===== config.mk =====
export PLATFORM = sky130hd
export DESIGN_NAME = frame_event_scheduler
export DESIGN_NICKNAME = d
export VERILOG_FILES = /design/src/rtl/frame_event_scheduler.sv
export SDC_FILE = /design/constraint.sdc
export NUM_CORES = 1
export LEC_CHECK = 0
export CAP_MARGIN = 20
export CORE_MARGIN = 8
export CORE_UTILIZATION = 40
export CTS_CLUSTER_DIAMETER = 100
export DETAILED_ROUTE_END_ITERATION = 8
export GPL_ROUTABILITY_DRIVEN = 0
export HOLD_SLACK_MARGIN = 0.05
export PLACE_DENSITY = 0.6
export SKIP_CTS_REPAIR_TIMING = 1
export SYNTH_ARGS = -nofsm -noshare
export SYNTH_HDL_FRONTEND = slang
export SYNTH_SLANG_ARGS = --single-unit

===== constraint.sdc =====
create_clock -name clk -period 1.99 [get_ports clk]
set_input_delay 0.398 -clock clk [delete_from_list [all_inputs] [get_ports clk]]
set_output_delay 0.398 -clock clk [all_outputs]
set_load 0.02 [all_outputs]

===== src/rtl/frame_event_scheduler.sv =====
// frame_event_scheduler: turns count60 steps into frame/second strobes, queues
// clk5 events and releases them one per frame over a valid/ready handshake.
// Also raises a sticky stall flag when count60 stops advancing.
//
// Handshake: spawn_valid is raised only in OFFER and, once raised, it and
// spawn_id hold until spawn_valid & spawn_ready is seen on a rising clock edge.
// spawn_ready is ignored in every other state.
module frame_event_scheduler #(
    parameter int MAX_PENDING  = 7,
    parameter int ID_W         = 4,
    parameter int STALL_CYCLES = 1_000_000
) (
    input  logic            clk,
    input  logic            reset,
    input  logic [5:0]      count60,
    input  logic            clk5,
    input  logic            spawn_ready,
    output logic            spawn_valid,
    output logic [ID_W-1:0] spawn_id,
    output logic            frame_tick,
    output logic            second_tick,
    output logic [5:0]      frame_num,
    output logic [2:0]      pending,
    output logic            overflow,
    output logic            stall_err,
    output logic [1:0]      fsm_state
);

    // Stall counter is wide enough to exceed STALL_CYCLES before saturating.
    localparam int SC_W = $clog2(STALL_CYCLES + 2);

    typedef enum logic [1:0] {
        IDLE       = 2'd0,
        WAIT_FRAME = 2'd1,
        OFFER      = 2'd2
    } state_t;

    state_t          state_q;
    logic            spawn_valid_q;
    logic [ID_W-1:0] id_q;

    logic [5:0]      prev_count60_q;
    logic            frame_tick_q;
    logic            second_tick_q;
    logic [5:0]      frame_num_q;
    logic            clk5_d_q;

    logic [2:0]      pending_q, pending_d;
    logic            overflow_q, overflow_d;
    logic [SC_W-1:0] stall_cnt_q, stall_cnt_d;
    logic            stall_err_q, stall_err_d;

    logic            count_change;
    logic            frame_new;
    logic            clk5_rise;
    logic            handshake;

    assign count_change = (count60 != prev_count60_q);
    // 60 is the brief wrap hold value and never counts as a frame.
    assign frame_new    = count_change && (count60 <= 6'd59);
    assign clk5_rise    = clk5 & ~clk5_d_q;
    assign handshake    = spawn_valid_q & spawn_ready;

    // Frame edge detection and clk5 edge history.
    always_ff @(posedge clk) begin
        if (reset) begin
            prev_count60_q <= 6'd0;
            frame_tick_q   <= 1'b0;
            second_tick_q  <= 1'b0;
            frame_num_q    <= 6'd0;
            clk5_d_q       <= 1'b0;
        end else begin
            prev_count60_q <= count60;
            frame_tick_q   <= frame_new;
            second_tick_q  <= frame_new && (count60 == 6'd0);
            if (frame_new) begin
                frame_num_q <= count60;
            end
            clk5_d_q       <= clk5;
        end
    end

    // Pending count: a capture and a release in the same cycle cancel out.
    always_comb begin
        pending_d  = pending_q;
        overflow_d = overflow_q;
        if (clk5_rise && !handshake) begin
            if (pending_q < 3'(MAX_PENDING)) begin
                pending_d = pending_q + 3'd1;
            end else begin
                overflow_d = 1'b1;
            end
        end else if (!clk5_rise && handshake) begin
            pending_d = pending_q - 3'd1;
        end
    end

    // Watchdog next state: clear on any count60 change, otherwise count up and hold at max.
    always_comb begin
        stall_cnt_d = stall_cnt_q;
        if (count_change) begin
            stall_cnt_d = '0;
        end else if (stall_cnt_q != '1) begin
            stall_cnt_d = stall_cnt_q + SC_W'(1);
        end
        stall_err_d = stall_err_q | (stall_cnt_q > SC_W'(STALL_CYCLES));
    end

    // Event queue and watchdog registers.
    always_ff @(posedge clk) begin
        if (reset) begin
            pending_q   <= 3'd0;
            overflow_q  <= 1'b0;
            stall_cnt_q <= '0;
            stall_err_q <= 1'b0;
        end else begin
            pending_q   <= pending_d;
            overflow_q  <= overflow_d;
            stall_cnt_q <= stall_cnt_d;
            stall_err_q <= stall_err_d;
        end
    end

    // Release FSM: every event waits for a fresh frame_tick, then is offered until accepted.
    always_ff @(posedge clk) begin
        if (reset) begin
            state_q       <= IDLE;
            spawn_valid_q <= 1'b0;
            id_q          <= '0;
        end else begin
            case (state_q)
                IDLE: begin
                    if (pending_q != 3'd0) begin
                        state_q <= WAIT_FRAME;
                    end
                end
                WAIT_FRAME: begin
                    if (frame_tick_q) begin
                        state_q       <= OFFER;
                        spawn_valid_q <= 1'b1;
                    end
                end
                OFFER: begin
                    if (spawn_ready) begin
                        state_q       <= IDLE;
                        spawn_valid_q <= 1'b0;
                        id_q          <= id_q + ID_W'(1);
                    end
                end
                default: begin
                    state_q       <= IDLE;
                    spawn_valid_q <= 1'b0;
                end
            endcase
        end
    end

    assign spawn_valid = spawn_valid_q;
    assign spawn_id    = id_q;
    assign frame_tick  = frame_tick_q;
    assign second_tick = second_tick_q;
    assign frame_num   = frame_num_q;
    assign pending     = pending_q;
    assign overflow    = overflow_q;
    assign stall_err   = stall_err_q;
    assign fsm_state   = state_q;

endmodule


# Word level (Yosys, flattened, before mapping)
# Cells that the tools add are included.
dict set report totals {
  reg_bits 47
  inputBits 10
  out_inout_bits 20
  word_cells 59
}
dict set report classes {
  add_sub_neg 4
  magnitude_cmp 3
  eq_ne 8
  n_mux 10
  bitwise 6
  reduce_logical 16
}
# operator count
set ops {}
lappend ops {{adder 20 x 1 -> 20 bit, second input constant} 1}
lappend ops {{greater-than comparator 20 bit, second input constant} 1}
lappend ops {{inequality test 20 bit, second input constant} 1}
lappend ops {{two-way mux 3 bit} 3}
lappend ops {{less-or-equal comparator 6 bit, second input constant} 1}
lappend ops {{logical NOT 6 bit} 1}
lappend ops {{two-way mux 2 bit} 3}
lappend ops {{inequality test 2 bit, second input constant} 3}
lappend ops {{inequality test 6 bit} 1}
lappend ops {{case mux 2 bit (3 select lines)} 1}
lappend ops {{AND reduction 2 bit} 3}
lappend ops {{AND reduction 3 bit} 2}
lappend ops {{adder 4 x 1 -> 4 bit, second input constant} 1}
lappend ops {{logical AND 1 bit} 4}
lappend ops {{adder 3 x 1 -> 3 bit, second input constant} 1}
lappend ops {{< comparator 3 bit, second input constant} 1}
lappend ops {{inverter 1 bit} 3}
lappend ops {{case mux 1 bit (3 select lines)} 1}
lappend ops {{nonzero test 3 bit} 1}
lappend ops {{subtractor 3 x 1 -> 3 bit, second input constant} 1}
lappend ops {{bitwise AND 1 bit} 2}
lappend ops {{equality test 2 x 1 -> 1 bit, second input constant} 1}
lappend ops {{equality test 2 bit, second input constant} 1}
lappend ops {{logical NOT 1 bit} 2}
lappend ops {{other kinds (6)} 7}

# Depth between registers and ports, before layout
# Gate-level depths: netlist (run 1).
dict set report depth {
  depth_word 6
  mapped_depth 7
  mapped_depth_nobuf 7
}

# Worst setup path after synthesis (run 1)
# Ideal clock, no wire load.
dict set report synth_timing {
  path_kind {input port to flip-flop}
  start {input clk5}
  end {register pending_q[2] (netlist: pending[2])}
  setup_ns 0.071
  t_arrival_ns 1.623
  required_ns 1.919
  path_slack_ns 0.296
  stages 7
  path_buffers 0
  path_cell_list {nand2b_1 -> a21oi_1 -> inv_1 -> fa_1 -> xnor2_1 -> or3_1 -> a21oi_1}
}
dict set report synth_via {
  elab_chain_len 5
  word_cells_on_any_way 8
  cone_classes {eq/ne: 1; mux: 1; bitwise: 1; reduce/logical: 5}
}
# element line
set synth_lines {}
lappend synth_lines {{from (decl)} 16} ;# input logic clk5,
lappend synth_lines {{bitwise AND 1 bit (*)} 61} ;# assign clk5_rise = clk5 & ~clk5_d_q;
lappend synth_lines {{logical NOT 1 bit} 93} ;# end else if (!clk5_rise && handshake) begin
lappend synth_lines {{logical AND 1 bit} 93}
lappend synth_lines {{nonzero test 2 bit (no source line)} --}
lappend synth_lines {{AND reduction 2 bit (no source line)} --}
lappend synth_lines {{to (signal assigned)} 117} ;# pending_q <= pending_d;
lappend synth_lines {{to (decl)} 48} ;# logic [2:0] pending_q, pending_d;
# Every way passes the cells marked *; elsewhere a longest branch is shown, timed or not.
# A chain may end at the register's enable or synchronous reset.

# Worst setup path in the final report (run 1)
# Same ends and word-level chain as after synthesis.

==> flow_summary.toml, run 1 <==
[outcome]
status = "finished clean"

[worst_setup_path]
cp-end-kind = "flop"
worst-path-buf-inv = 2
critPathSlowestCell = "clkdlybuf4s50_1"
max_stage_delay_ns = 0.47
cp-start-kind = "input pin"
critPathTopFamily = "buffers and inverters"
crit_required_ns = 2.22
cp.arrival_ns = 2.08
path_depth = 8
cp_cell_sequence = "clkdlybuf4s50_1, nand2b_1, a21oi_2, inv_1, fa_2, xnor2_1, or3_1, a21oi_1"
worstSetupPathType = "in -> reg"
ff2ff_path_depth = 7
crit_path_max_fanout = 2

[hold_path]
hold_depth = 1
min_path_type = "reg -> reg"

[clocking]
clock-sinks = 47
cts_buffers = 5
cts.htree.levels = 2
clock_latency_ns = 0.30
cts_tree = "done"
cts.reportedPaths.clkPinSlew_ns = 0.10
clock_path_buffers = 2
clockRootBuffer = "clkbuf_8"

[synthesis]
syn_inst = 224
synth_nets = 238
syn_area_um2 = 2110
yosys-top-cells-area = "dfxtp_1 (45%), xnor2_1 (7.9%), nor2_1 (4.4%)"
ys_ff_latch = 47
ys_seq_area_share_pct = 44.6
syn_avg_cell_area_um2 = 9.42
synth_cell_types = 49
synth_top_area_share_pct = 44.6
yosys_warnings = 0
synth_top_area_cell = "dfxtp_1"

[sta]
finalCritPeriodShare_pct = 93.1
setup_viol = 0
hold_viol = 0
fin_skew_ns = 0.0105
timing.final.crit_period_ns = 1.85
max_slew.worst_pin.slew_ns = 0.328
fmax_mhz = 540
slew_violations = 0
max_slew_margin_pct = 77.6
fin_ws_ns = 0.138
rsz0062_at_grt = "false"

[floorplanning]
core_um2 = 5110
num_rows = 26
io_pins = 30
dieArea_um2 = 7850
die_h_um = 88.6
start_util_pct = 41.3
die_w_um = 88.6

[pwr]
ir_drop_mv = 0.404
p_leak_nw = 0.949
power_mw = 1.99
powerDensity_nw_per_um2 = 726

[global_routing]
gr-total-overflow = 0
grt_pass1_wl_mm = 7.36
grt_pass1_vias = 1628
grt_antenna_before_repair = 0
grt_usage_pct = 11.7
grt_max_degree = 22

[place]
place_inst = 338
pre_cts_ws_ns = -0.244
dp_hpwl_mm = 3.25
place_area_um2 = 2620
numPortBuffers = 29

[finish]
diodes = 0
post-route-util_pct = 53.7
layout-drive-gt1-share_pct = 16.3
finalInstanceArea_um2 = 2740
nets = 289
final_cells = 346
area_growth_pct = 29.9

[route]
drc = 0
drt-initial-drc-count = 48
vias = 1722
wirelength_mm = 4.41
antenna_left = 0
first_pass_iters = 4
via_per_inst = 4.98
wl_per_cell_um = 12.7

[run]
cap_violations = 0
## area by class of cell
type	count	area, um2
clock buffer	5	68.8
clock inverter	3	47.5
fill	493	2370
inverter	7	26.3
multi-input combinational	164	1120
sequential	47	941
tap	70	87.6
timing repair buffer	50	448
## stage by stage
stage	setup TNS [ns]	hold WS [ns]
after detailed placement	-0.263	0.460
after floorplan	0	0.475
final	0	0.477
after global routing	0	0.505
after CTS	0	0.483
after global placement	-0.194	0.450
## where the power goes
group,internal [mW],total [mW],switching (mW)
combinational,0.144,0.260,0.116
clock,0.381,0.710,0.329
sequential,0.979,1.02,0.0397
## path summary, 6_finish.rpt
check	start	to	slack [ns]
hold reg to reg	stall_err	stall_err	0.48
setup / recovery	clk5	pending[2]	0.14
setup reg to reg	stall_cnt_q[0]	stall_err	0.20
hold / removal	stall_err	stall_err	0.48
## cell usage after synthesis, drive strengths merged
master / instances
dfxtp: 47
nor2: 25
xnor2: 19
a21oi: 14
nand2: 12
o21ai: 10
nand3: 9
nor2b: 8
inv: 7
nand4: 7
nor3: 6
nor4: 6
or3: 6
a31oi: 4
mux2i: 4
o221a: 4
and3: 3
buf: 3
clkbuf: 3
ha: 3
and4: 2
nand2b: 2
o21a: 2
xor2: 2
a2111oi: 1
a211oi: 1
a311oi: 1
a41oi: 1
and2: 1
and3b: 1
fa: 1
nand3b: 1
nand4b: 1
nor3b: 1
nor4b: 1
o21bai: 1
o311ai: 1
o31ai: 1
or3b: 1
or4: 1
## flip-flops by register name, summed over array words and instances (netlist names), 2 cells and up
name            flops
frame_num           6
stall_cnt_q        20
pending             3
spawn_id            4
fsm_state           2
prev_count60_q      6
## metal layers
layer / GRT usage (%) / wire length, um / vias up
li1: - / - / 904
met1: 14.3 / 2230 / 788
met2: 19.3 / 1950 / 25
met3: 3.16 / 194 / 5
met4: 3.53 / 36 / 0
met5: 0 / 0 / -
## cells in the final DEF, fill, tap and decap left out, types with 7 or more instances in the layout
cell	Yosys	final
nor2_1	25	25
inv_1	7	7
o21ai_0	9	9
clkdlybuf4s50_1	0	29
xnor2_1	19	19
dfxtp_1	47	47
a21oi_1	14	13
nor2b_1	8	8
buf_4	1	21
nand2_1	12	12
## cell families after synthesis
kind of cell               Yosys count  synth area share (%)
and+or+nand+nor                     94                  27.0
DFF                                 47                  44.6
adders and majority gates            4                  2.73
xor gates and xnor gates            21                  8.72
AOI/OAI and AO/OA                   41                  12.5
muxes                                4                  1.90
buffers and inverters               13                  2.55
No activity file was read; power rests on OpenSTA's default activity.
==> run 2, diff against run 1 <==
Clock period 1.99 ns to 2.1 ns, I/O delays scaled along.
==> run 2 against run 1 <==
Effect of this change: utilization decreased by 0.76 points; clock-buffer cell count increased by 1; via count decreased by 0.58%; largest cell class unchanged; combinational power decreased by 8.1%; first-iteration DRC count increased by 46%; routed wire length decreased by 3.7%; global-route usage unchanged.
==> flow_summary.toml, run 2 (same netlist as run 1, synthesis figures left out) <==
[floorplanning]
core_um2 = 5110
num_rows = 26
dieArea_um2 = 7850
io_pins = 30
start_util_pct = 41.3
die_w_um = 88.6
die_h_um = 88.6

[worst_setup_path]
max_stage_delay_ns = 0.47
worstSetupPathType = "in -> reg"
worst-path-buf-inv = 2
cp.arrival_ns = 2.17
critPathLaunch = "clk5"
critPathSlowestCell = "clkdlybuf4s50_1"
cp-start-kind = "input pin"
cp-end-kind = "flop"
crit_path_max_fanout = 2
cp_cell_sequence = "clkdlybuf4s50_1, nand2b_1, a21oi_2, inv_1, fa_1, xnor2_1, or3_1, a21oi_1"
r2r_start = "stall_cnt_q[0]"
crit_required_ns = 2.33
critPathTopFamily = "buffers and inverters"

[global_routing]
grt_max_degree = 22
grt_pass1_wl_mm = 7.22
grt_usage_pct = 11.7
grt_antenna_before_repair = 0
gr-total-overflow = 0
grt_pass1_vias = 1596

[outcome]
status = "finished clean"

[sta]
max_slew_margin_pct = 77.0
finalCritPeriodShare_pct = 92.5
max_slew.worst_pin.slew_ns = 0.341
fin_ws_ns = 0.158
fmax_mhz = 515
fin_skew_ns = 0.00511
rsz0062_at_grt = "false"
timing.final.crit_period_ns = 1.94
holdWs_ns = 0.481
slew_violations = 0
hold_viol = 0
setup_viol = 0

[clocking]
cts.htree.levels = 2
clock-sinks = 47
cts_tree = "done"
clock_path_buffers = 2
cts.reportedPaths.clkPinSlew_ns = 0.08
clock_latency_ns = 0.29
clockRootBuffer = "clkbuf_8"
cts_buffers = 5

[finish]
diodes = 0
n_fill_cell = 494
final_common_cell = "dfxtp_1"
largest_register = "stall_cnt_q"
largest_reg_flops = 20
layout_common_cells = "dfxtp_1 (47), clkdlybuf4s50_1 (29), nor2_1 (25)"
nets = 282
layout-drive-gt1-share_pct = 13.4
area_growth_pct = 28.1
post-route-util_pct = 52.9

[hold_path]
min_path_type = "reg -> reg"
hp-start = "stall_err"

[pwr]
p_leak_nw = 0.920
power_mw = 1.97
ir_drop_mv = 0.373
powerDensity_nw_per_um2 = 727

[route]
wl_per_cell_um = 12.5
wirelength_mm = 4.24
first_pass_iters = 4
vias = 1712
drc = 0
antenna_left = 0
via_per_inst = 5.05
drt-initial-drc-count = 70

[place]
dp_hpwl_mm = 3.16
numPortBuffers = 29
pre_cts_ws_ns = -0.152

[run]
cap_violations = 0
[run 2: changes by cell type in the layout (fill, tap and decap cells not counted), sizes merged]
cell / before / now
buf: 21 / 14
clkbuf: 5 / 6
clkinv: 1 / 0
inv: 8 / 7
bufinv: 1 / 2
[run 2: worst reg2reg max path: cells and delay by family (launching register included)]
kind | cells | cell delay (ns)
AOI/OAI and AO/OA | 3 | 0.60
and+or+nand+nor | 2 | 0.51
DFF | 1 | 0.34
adders and majority gates | 1 | 0.14
buffers and inverters | 1 | 0.08
[run 2: metrics by stage]
step	std cells	TNS [ns]	cell area, um2
3_5_place_dp	331	-0.152	2560
6_report	339	0	2700
4_1_cts	339	0	2700
2_1_floorplan	224	0	2110
3_3_place_gp	331	-0.106	2560
5_1_grt	339	0	2700
[run 2: worst paths after layout]
path | to | slack (ns) | cells past startpoint
worst max-delay path | pending[2] | 0.16 | 8
worst max register to register | stall_err | 0.31 | 7
worst min-delay path | stall_err | 0.48 | 1
worst min register to register | stall_err | 0.48 | 1
[run 2: power by group]
group / total [mW] / internal, mW / switching, mW / leakage, nW
Clock: 0.763 / 0.476 / 0.287 / 0.0654
Combinational: 0.239 / 0.130 / 0.109 / 0.471
Sequential: 0.963 / 0.927 / 0.0362 / 0.384
[run 2: area by class of cell]
type / instances / area, um2 / share of cell area [%]
Clock buffer: 6 / 72.6 / 2.69
Clock inverter: 2 / 60.1 / 2.22
Inverter: 7 / 26.3 / 0.973
Multi-Input combinational cell: 164 / 1120 / 41.4
Sequential cell: 47 / 941 / 34.8
Tap cell: 70 / 87.6 / 3.24
Timing Repair Buffer: 43 / 395 / 14.6
[run 2: metal layers]
layer	GRT usage [%]	vias to the layer above	routed length (um)
met3	3.62	6	217
met1	14.0	786	2080
met5	0	-	0
met4	5.07	0	75
li1	-	893	-
met2	18.7	27	1870
